File: config.mk
export PLATFORM = sky130hd
export DESIGN_NAME = pci32_irq_ctrl
export DESIGN_NICKNAME = d
export VERILOG_FILES = /design/src/rtl/pci32_irq_ctrl.sv
export SDC_FILE = /design/constraint.sdc
export NUM_CORES = 1
export LEC_CHECK = 0
export BUFFER_PORTS_ARGS = -buffer_cell sky130_fd_sc_hd__buf_2
export CAP_MARGIN = 20
export CORE_ASPECT_RATIO = 0.8
export CORE_MARGIN = 3
export CORE_UTILIZATION = 42
export CTS_CLUSTER_DIAMETER = 60
export CTS_CLUSTER_SIZE = 20
export DETAILED_ROUTE_END_ITERATION = 8
export GPL_ROUTABILITY_DRIVEN = 1
export HOLD_SLACK_MARGIN = 0.08
export PLACE_DENSITY = 0.65
export SKIP_CTS_REPAIR_TIMING = 1
export SLEW_MARGIN = 15
export SYNTH_ARGS = -nofsm -noshare
export SYNTH_HDL_FRONTEND = slang
export SYNTH_SLANG_ARGS = --single-unit
File: constraint.sdc
create_clock -name clk_i -period 3.6 [get_ports clk_i]
set_input_delay 0 -clock clk_i [delete_from_list [all_inputs] [get_ports clk_i]]
set_output_delay 0 -clock clk_i [all_outputs]
set_load 0.03 [all_outputs]
File: src/rtl/pci32_irq_ctrl.sv
`default_nettype none
// pci32_irq_ctrl: synchronises, latches, masks and priority-encodes 32 IRQ lines and
// hands one vector at a time to the CPU through an assert/acknowledge/EOI handshake.
module pci32_irq_ctrl #(
    parameter int         SYNC_STAGES = 2,
    parameter logic [4:0] SPUR_VEC    = 5'd31
) (
    input  logic        clk_i,
    input  logic        rst_ni,
    input  logic [31:0] irq_i,
    input  logic        cs_i,
    input  logic        we_i,
    input  logic [3:0]  sel_i,
    input  logic [2:0]  adr_i,
    input  logic [31:0] dat_i,
    output logic [31:0] dat_o,
    output logic        irq_o,
    output logic [4:0]  vec_o,
    input  logic        iack_i
);

    localparam logic ST_IDLE   = 1'b0;
    localparam logic ST_ASSERT = 1'b1;

    logic [SYNC_STAGES-1:0][31:0] sync_q;
    logic [31:0] s, s_prev, rise;
    logic [31:0] pend, ena, edge_mode, insv;
    logic [31:0] bmask, w1c, pend_base, ack_clr, eoi_clr, elig, vec_word;
    logic        wr_en, rd_en;
    logic        state, state_nxt;
    logic [4:0]  cand;
    logic        cand_vld, blocked, deliverable, withdraw;
    logic        deliver, ack;

    assign s     = sync_q[SYNC_STAGES-1];
    assign rise  = s & ~s_prev;
    assign wr_en = cs_i & we_i;
    assign rd_en = cs_i & ~we_i;
    assign bmask = {{8{sel_i[3]}}, {8{sel_i[2]}}, {8{sel_i[1]}}, {8{sel_i[0]}}};
    assign w1c   = (wr_en && adr_i == 3'd0) ? (dat_i & bmask) : 32'd0;

    // Edge lines accumulate rises (a rise beats a same-cycle W1C); level lines follow s.
    assign pend_base = (edge_mode & ((pend & ~w1c) | rise)) | (~edge_mode & s);
    assign ack_clr   = ack ? ((32'd1 << vec_o) & edge_mode & ~rise) : 32'd0;
    assign eoi_clr   = (wr_en && adr_i == 3'd5 && sel_i[0]) ? (32'd1 << dat_i[4:0]) : 32'd0;
    assign elig      = pend & ena;

    always_comb begin
        cand     = 5'd0;
        cand_vld = 1'b0;
        for (int i = 31; i >= 0; i--) begin
            if (elig[i]) begin
                cand     = 5'(i);
                cand_vld = 1'b1;
            end
        end
    end

    // Any in-service line of equal or higher priority blocks the candidate.
    always_comb begin
        blocked = 1'b0;
        for (int i = 0; i < 32; i++) begin
            if (insv[i] && 5'(i) <= cand) blocked = 1'b1;
        end
    end

    assign deliverable = cand_vld & ~blocked;
    // Look at next-cycle PEND so a dropped level line withdraws without an extra clock.
    assign withdraw    = ~(pend_base[vec_o] & ena[vec_o]);

    always_ff @(posedge clk_i or negedge rst_ni) begin
        if (!rst_ni) state <= ST_IDLE;
        else         state <= state_nxt;
    end

    always_comb begin
        state_nxt = state;
        case (state)
            ST_IDLE:   if (deliverable) state_nxt = ST_ASSERT;
            ST_ASSERT: if (iack_i || withdraw) state_nxt = ST_IDLE;
            default:   state_nxt = ST_IDLE;
        endcase
    end

    always_comb begin
        deliver = (state == ST_IDLE) && deliverable;
        ack     = (state == ST_ASSERT) && iack_i;
        irq_o   = (state == ST_ASSERT);
    end

    assign vec_word = irq_o ? {1'b1, 26'd0, vec_o} : {1'b0, 26'd0, SPUR_VEC};

    always_ff @(posedge clk_i or negedge rst_ni) begin
        if (!rst_ni) begin
            sync_q    <= '0;
            s_prev    <= 32'd0;
            pend      <= 32'd0;
            ena       <= 32'd0;
            edge_mode <= 32'd0;
            insv      <= 32'd0;
            vec_o     <= 5'd0;
            dat_o     <= 32'd0;
        end else begin
            sync_q <= {sync_q[SYNC_STAGES-2:0], irq_i};
            s_prev <= s;
            pend   <= pend_base & ~ack_clr;
            insv   <= (insv | (ack ? (32'd1 << vec_o) : 32'd0)) & ~eoi_clr;
            if (deliver) vec_o <= cand;
            if (wr_en && adr_i == 3'd1) ena       <= (ena & ~bmask) | (dat_i & bmask);
            if (wr_en && adr_i == 3'd2) edge_mode <= (edge_mode & ~bmask) | (dat_i & bmask);
            if (rd_en) begin
                case (adr_i)
                    3'd0:    dat_o <= pend;
                    3'd1:    dat_o <= ena;
                    3'd2:    dat_o <= edge_mode;
                    3'd3:    dat_o <= insv;
                    3'd4:    dat_o <= vec_word;
                    default: dat_o <= 32'd0;
                endcase
            end
        end
    end

endmodule
`default_nettype wire

==> summary.md, run 1 <==
| Metric | Value |
|---|---|
| Synth Instances | `1045` |
| Synth cell types | `68` |
| Layout cell share with drive strength beyond 1 | `23.5%` |
| Slew Viols, Final | `0` |
| Crit path depth | `10` |
| Period utilization | `95.4%` |
| Post-DRT Antenna Nets | `0` |
| Main combinational cell family by area after synthesis | `compound AO/OA/AOI/OAI gates` |
| Maximum VDD drop | `0.468 mV` |
| Core box area | `27400 um^2` |
| NumNets Final | `1341` |
| Mux cell area share after synthesis | `9.30%` |
| Vias in the first global route | `9323` |
| I/O Buffers | `113` |
| Largest cells by area after synthesis | `dfrtp_1 (56%), mux2_2 (6.0%), nand2_1 (4.9%)` |
| FMAX | `291 MHz` |
| CP peak stage delay | `0.49 ns` |
| CP Class | `flop to flop` |
| CP max stage cell | `a2111oi_2` |
| Sequential fraction of the synthesis area | `55.9%` |
| Setup crit end kind | `flop` |
| Root Buffer | `clkbuf_16` |
| WL per Instance | `23.9 um` |
| Routed wire length | `39.3 mm` |
| # fillers | `2489` |
| H-tree depth | `1` |
| Tot Pwr | `8950 uW` |
| DR iter-0 viols | `851` |
| Min-delay worst type | `input pin to flop` |
| Flops & latches, synth | `262` |
| Req. time, crit path | `4.01 ns` |
| CP Max Fanout | `6` |
| Cell family with most CP delay | `compound AO/OA/AOI/OAI gates` |
| Metal3 WL | `3.35 mm` |
| CP Buf/Inv Count | `1` |
| Die Y | `155 um` |
| Worst-path clk slew | `0.08 ns` |
| Worst EP arrival | `3.85 ns` |
| Syn_area_per_cell | `11.2 um^2` |
| Hold Path Depth | `4` |
| Leakage Power | `0.00617 uW` |
| Synth Area in Compound Gates | `19.2%` |
| Die X | `193 um` |
| Max Buffers Root-to-Sink | `3` |
| Post-Synth XOR/XNOR Area | `0%` |
| Fin Clk Skew | `0.0141 ns` |
| Vias/cell | `5.99` |
| Metal2 WL | `16.7 mm` |
| Via count | `9840` |
| FF-to-FF path depth | `10` |
| Most frequent cells in the layout | `dfrtp_1 (262), nand2_1 (152), buf_2 (112)` |
| Primary FF master, synth | `dfrtp_1` |
| Clk sinks | `262` |
| Adder-cell area share of the yosys netlist | `0%` |
| Die ar. | `30000 um^2` |
| Worst Tran Pin Value | `1.02 ns` |
| Starting Density | `42.9%` |
| DRT Pass-1 Iters | `7` |
| CTS tree | `done` |
| RSZ-0062 raised after global routing | `no` |
| Top Layer Used | `met4` |
| Capture point of the worst reg-to-reg path | `vec_o[3]` |
| Startpoint types | `flop` |
| Run status | `complete, no violations` |
| Synth top area share | `55.9%` |
| Area Overhead vs Synth | `23.3%` |
| Number of synthesized flops with an enable pin | `0` |
| Post-Synth Simple-Gate Area | `14.0%` |
| Worst reg2reg setup slack | `0.17 ns` |
| Setup TNS | `0 ns` |
| Ports | `114` |
| Total Routing Usage GR | `25.9%` |
| Ys Warns | `0` |
| Drc violations | `0` |
| Placer Congestion | `0.956` |
| Global route total overflow | `0` |
| Fin crit period | `3.43 ns` |
| Post-synth top area cell | `dfrtp_1` |
| M1 WL | `18.3 mm` |
| ANT cells | `0` |
| Async set-reset flop share out of synthesis | `100%` |
| First-pass GRT wire length | `58.4 mm` |
| Count of final setup violators | `0` |
| Cts bufs inserted | `23` |
| Post-Syn Area | `11700 um^2` |
| CP Cell Sequence | `buf_4 -> a222oi_1 -> o21ai_0 -> a2111oi_2 -> nor2_1 -> a32o_1 -> a221oi_1 -> o211a_1 -> nand4_4 -> mux2_4` |
| Pin count of the biggest net entering global routing | `120` |
| Row Count | `54` |
| Final hold violations | `0` |
| Maxcap violations | `0` |
| Post-synthesis net count | `1121` |
| PD cells | `619 nW/um^2` |
| Worst hold path startpoint | `adr_i[1]` |
| Clk Latency, worst-skew pair | `0.53 ns` |
| Commonest non-fill, non-tap cell in the layout | `dfrtp_1` |
| DP HPWL | `27.8 mm` |
| Slew margin rel. | `31.6%` |
| Endpoint, Worst Hold | `dat_o[31]` |
| Initial antenna violation count | `0` |
==> Yosys cell counts, types with 3 or more instances <==
master	instances
a21oi_1	32
nor3b_1	3
a32oi_1	34
o21ai_0	58
mux4_2	13
o211ai_1	3
mux2_2	62
o32ai_1	4
nand4_1	7
o32a_1	5
nor4_1	3
nand2b_1	42
clkbuf_1	31
o2111ai_1	4
mux2i_1	4
o221ai_1	4
a22oi_1	12
nor2b_1	10
nand3_1	18
a21o_1	3
dfrtp_1	262
or3_1	6
a32o_1	4
mux2_4	4
nand3b_1	6
nand2_1	152
inv_1	6
nor2_1	75
and2_1	4
a31oi_1	44
a22o_1	34
nor3_1	9
o22a_1	12
a221oi_1	29
buf_1	3
==> per-stage QoR <==
step / instance area [um^2] / setup WS, ns / hold WS, ns / util (%) / std cells
floorplan: 11700 / 0.721 / -0.296 / - / 1045
global placement: 13000 / 0.190 / 0.107 / 47.6 / 1536
detailed placement: 13000 / 0.190 / 0.109 / 47.6 / 1536
CTS: 13800 / 0.171 / -0.451 / 50.3 / 1575
global route: 14500 / 0.0282 / 0.0900 / 52.8 / 1643
finish: 14500 / 0.166 / 0.0455 / 52.8 / 1643
==> power by group <==
part,internal [uW],switching (uW)
clock,1260,1250
combinational,1080,1460
sequential,3330,570
total,5670,3280
==> tightest hold or removal path, delay by kind of cell <==
kind	cells	cell delay (ns)
buf+inv	1	0.26
compound gates	3	0.27
==> per-layer routing <==
| metal | vias up | global-route usage [%] |
|---|---|---|
| met5 | - | 0 |
| met4 | 0 | 6.24 |
| met3 | 56 | 6.24 |
| met2 | 400 | 36.6 |
| met1 | 4990 | 40.1 |
| li1 | 4394 | - |
==> worst max-delay path by stage <==
stage / slack [ns] / to / from
floorplan: 0.72 / vec_o[4] / flop
global placement: 0.19 / vec_o[1] / flop
detailed placement: 0.19 / vec_o[3] / pend[31]
CTS: 0.17 / vec_o[3] / pend[31]
global route: 0.03 / vec_o[3] / flop
finish: 0.17 / vec_o[3] / flop
==> area by class of cell <==
cell class | instances | area (um^2) | share of cell area (%)
tap | 364 | 455 | 3.15
multi-input combinational | 738 | 4990 | 34.5
clock inverter | 14 | 154 | 1.06
timing repair buffer | 233 | 1680 | 11.6
sequential | 262 | 6560 | 45.4
clock buffer | 25 | 593 | 4.10
inverter | 7 | 26.3 | 0.182
==> kinds of logic after synthesis <==
logic type | after synthesis
flops | 262
mux | 83
buf+inv | 45
compound gates | 307
simple gates | 348
No activity file was read; power rests on OpenSTA's default activity.
==> run 2: changes to the inputs <==
--- a/config.mk
+++ b/config.mk
@@ -7,6 +7,8 @@
 export LEC_CHECK = 0
 export BUFFER_PORTS_ARGS = -buffer_cell sky130_fd_sc_hd__buf_2
 export CAP_MARGIN = 20
+export CELL_PAD_IN_SITES_DETAIL_PLACEMENT = 0
+export CELL_PAD_IN_SITES_GLOBAL_PLACEMENT = 1
 export CORE_ASPECT_RATIO = 0.8
 export CORE_MARGIN = 3
 export CORE_UTILIZATION = 42
@@ -15,7 +17,7 @@
 export DETAILED_ROUTE_END_ITERATION = 8
 export GPL_ROUTABILITY_DRIVEN = 1
 export HOLD_SLACK_MARGIN = 0.08
-export PLACE_DENSITY = 0.65
+export PLACE_DENSITY = 0.77
 export SKIP_CTS_REPAIR_TIMING = 1
 export SLEW_MARGIN = 15
 export SYNTH_ARGS = -nofsm -noshare
==> summary.md, run 2 (synthesis results as in run 1) <==
| Metric | Value |
|---|---|
| CP Cell Sequence | `a22oi_1 -> nand4_1 -> o221a_1 -> or2_1 -> buf_4 -> a22o_1 -> a2111oi_2 -> o211a_1 -> nand4_4 -> mux2_4` |
| RSZ-0062 raised after global routing | `no` |
| PD cells | `620 nW/um^2 (+0.21%)` |
| CP max stage cell | `a22oi_1` |
| Cell family with most CP delay | `compound AO/OA/AOI/OAI gates` |
| Clk Latency, worst-skew pair | `0.52 ns (about the same)` |
| Leakage Power | `0.00619 uW (+0.36%)` |
| Startpoint types | `flop` |
| CTS tree | `done` |
| DR iter-0 viols | `888 (+4.3%)` |
| Comb power frac | `28.7% (+0.3 points)` |
| Pin count of the biggest net entering global routing | `93 (-23%)` |
| Via count | `9909 (+0.70%)` |
| I/O Buffers | `113 (unchanged)` |
| Die Y | `155 um (unchanged)` |
| Top Layer Used | `met5` |
| Most frequent cells in the layout | `dfrtp_1 (262), nand2_1 (152), buf_2 (112)` |
| Placer Congestion | `0.924 (-3.4%)` |
| Fin Clk Skew | `0.0158 ns (+0.00177 ns)` |
| Post-DRT Antenna Nets | `0 (unchanged)` |
| Root Buffer | `clkbuf_16` |
| DRT Pass-1 Iters | `5 (-2)` |
| Area Overhead vs Synth | `23.6%` |
| CP Class | `flop to flop` |
| CP peak stage delay | `0.48 ns (about the same)` |
| Setup TNS | `0 ns (unchanged)` |
| Switch share | `35.9% (-0.71 points)` |
| Slew Viols, Final | `0 (unchanged)` |
| Die ar. | `30000 um^2 (unchanged)` |
| Row Count | `54 (unchanged)` |
| Commonest non-fill, non-tap cell in the layout | `dfrtp_1` |
| ANT cells | `0 (unchanged)` |
| Cell Int Power | `5760 uW (+1.6%)` |
| DP HPWL | `28.8 mm (+3.3%)` |
| Total Routing Usage GR | `26.8% (+0.87 points)` |
| Fin crit period | `3.47 ns (+0.0393 ns)` |
| CP Buf/Inv Count | `1 (unchanged)` |
| Setup WS pre-CTS | `0.138 ns (-0.0516 ns)` |
| Maxcap violations | `0 (unchanged)` |
| Maximum VDD drop | `0.334 mV (-29%)` |
| # fillers | `2437 (-2.1%)` |
| Tot Pwr | `8990 uW (+0.45%)` |
| Vias in the first global route | `9422 (+1.1%)` |
| First-pass GRT wire length | `60.2 mm (+3.0%)` |
| Slew margin rel. | `35.1% (+3.4 points)` |
| Cts bufs inserted | `21 (-8.7%)` |
| Ports | `114 (unchanged)` |
| Drc violations | `0 (unchanged)` |
| Global route total overflow | `0 (unchanged)` |
| NumNets Final | `1344 (+0.22%)` |
| Routed wire length | `40.1 mm (+2.0%)` |
| H-tree depth | `1 (unchanged)` |
| CP Max Fanout | `8 (+2)` |
| FMAX | `288 MHz (-1.1%)` |
| Worst-path clk slew | `0.09 ns (about the same)` |
| Max Buffers Root-to-Sink | `3 (unchanged)` |
| Reg power frac | `43.3% (-0.3 points)` |
| Hold_ws | `0.0564 ns (+0.0108 ns)` |
| Worst Tran Pin Value | `0.970 ns (-0.0514 ns)` |
| Initial antenna violation count | `0 (unchanged)` |
| Min-delay worst type | `input pin to asynchronous set/reset pin` |
| Worst EP arrival | `3.87 ns (+0.02 ns)` |
| Vias/cell | `6.03 (+0.70%)` |
| Run status | `complete, no violations` |
| WL per Instance | `24.4 um (+2.0%)` |
| Clock share of power | `28.0% (about the same)` |
| Post-route setup slack | `0.126 ns (-0.0393 ns)` |
| Clk sinks | `262 (unchanged)` |
| Req. time, crit path | `4.00 ns (about the same)` |
| M1 WL | `18.6 mm (+1.4%)` |
| Crit path depth | `10 (unchanged)` |
| Starting Density | `42.9% (unchanged)` |
| Metal3 WL | `3.50 mm (+4.5%)` |
| Core box area | `27400 um^2 (unchanged)` |
| Die X | `193 um (unchanged)` |
| Layout cell share with drive strength beyond 1 | `23.6% (+0.16 points)` |
| Final hold violations | `0 (unchanged)` |
| Metal2 WL | `17.2 mm (+3.4%)` |
| Net load switching power | `3230 uW (-1.5%)` |
| Period utilization | `96.5% (+1.1 points)` |
| Setup crit end kind | `flop` |
| FF-to-FF path depth | `10 (unchanged)` |
| Count of final setup violators | `0 (unchanged)` |
run 2: changes by cell type in the layout (fill, tap and decap cells not counted), sizes merged:
| cell | previous run | this run |
|---|---|---|
| buf | 166 | 170 |
| inv | 15 | 11 |
| bufinv | 0 | 3 |
| clkbuf | 25 | 23 |
| clkinvlp | 2 | 0 |
| dlygate4sd3 | 67 | 68 |
run 2: path summary, 6_finish.rpt:
path	start	end	slack, ns
max in group asynchronous	rst_ni	pend[28]	2.48
min in group clk_i	adr_i[1]	dat_o[31]	0.06
min reg2reg	sync_q[15]	s[15]	0.35
min	rst_ni	sync_q[18]	0.06
max	pend[12]	vec_o[4]	0.13
max reg2reg	pend[12]	vec_o[4]	0.13
run 2: metrics by stage:
step / instance area [um^2] / cells / util (%)
floorplan: 11700 / 1045 / -
detailed placement: 13000 / 1540 / 47.6
CTS: 13800 / 1574 / 50.3
global route: 14500 / 1643 / 53.0
finish: 14500 / 1643 / 53.0
global placement: 13000 / 1540 / 47.6
run 2: layout make-up:
type	instances	area (um^2)	area share [%]
Clock buffer	23	533	3.68
Clock inverter	11	195	1.35
Inverter	7	26.3	0.181
Multi-Input combinational cell	738	5010	34.6
Sequential cell	262	6560	45.2
Tap cell	364	455	3.14
Timing Repair Buffer	238	1720	11.8
run 2: routing by layer:
layer  vias to the layer above  GRT usage, %
li1                       4399             -
met1                      5011          41.2
met2                       454          38.8
met3                        43          6.22
met4                         2          4.72
met5                         -          2.01
run 2: power groups by stage:
stage	clock, uW	combinational [uW]	sequential [uW]
final	2520	2580	3890
after detailed placement	0	2460	3930
after CTS	2570	2470	3870
after global routing	2700	2750	3950
after global placement	0	2460	3920
after floorplan	0	1390	3830
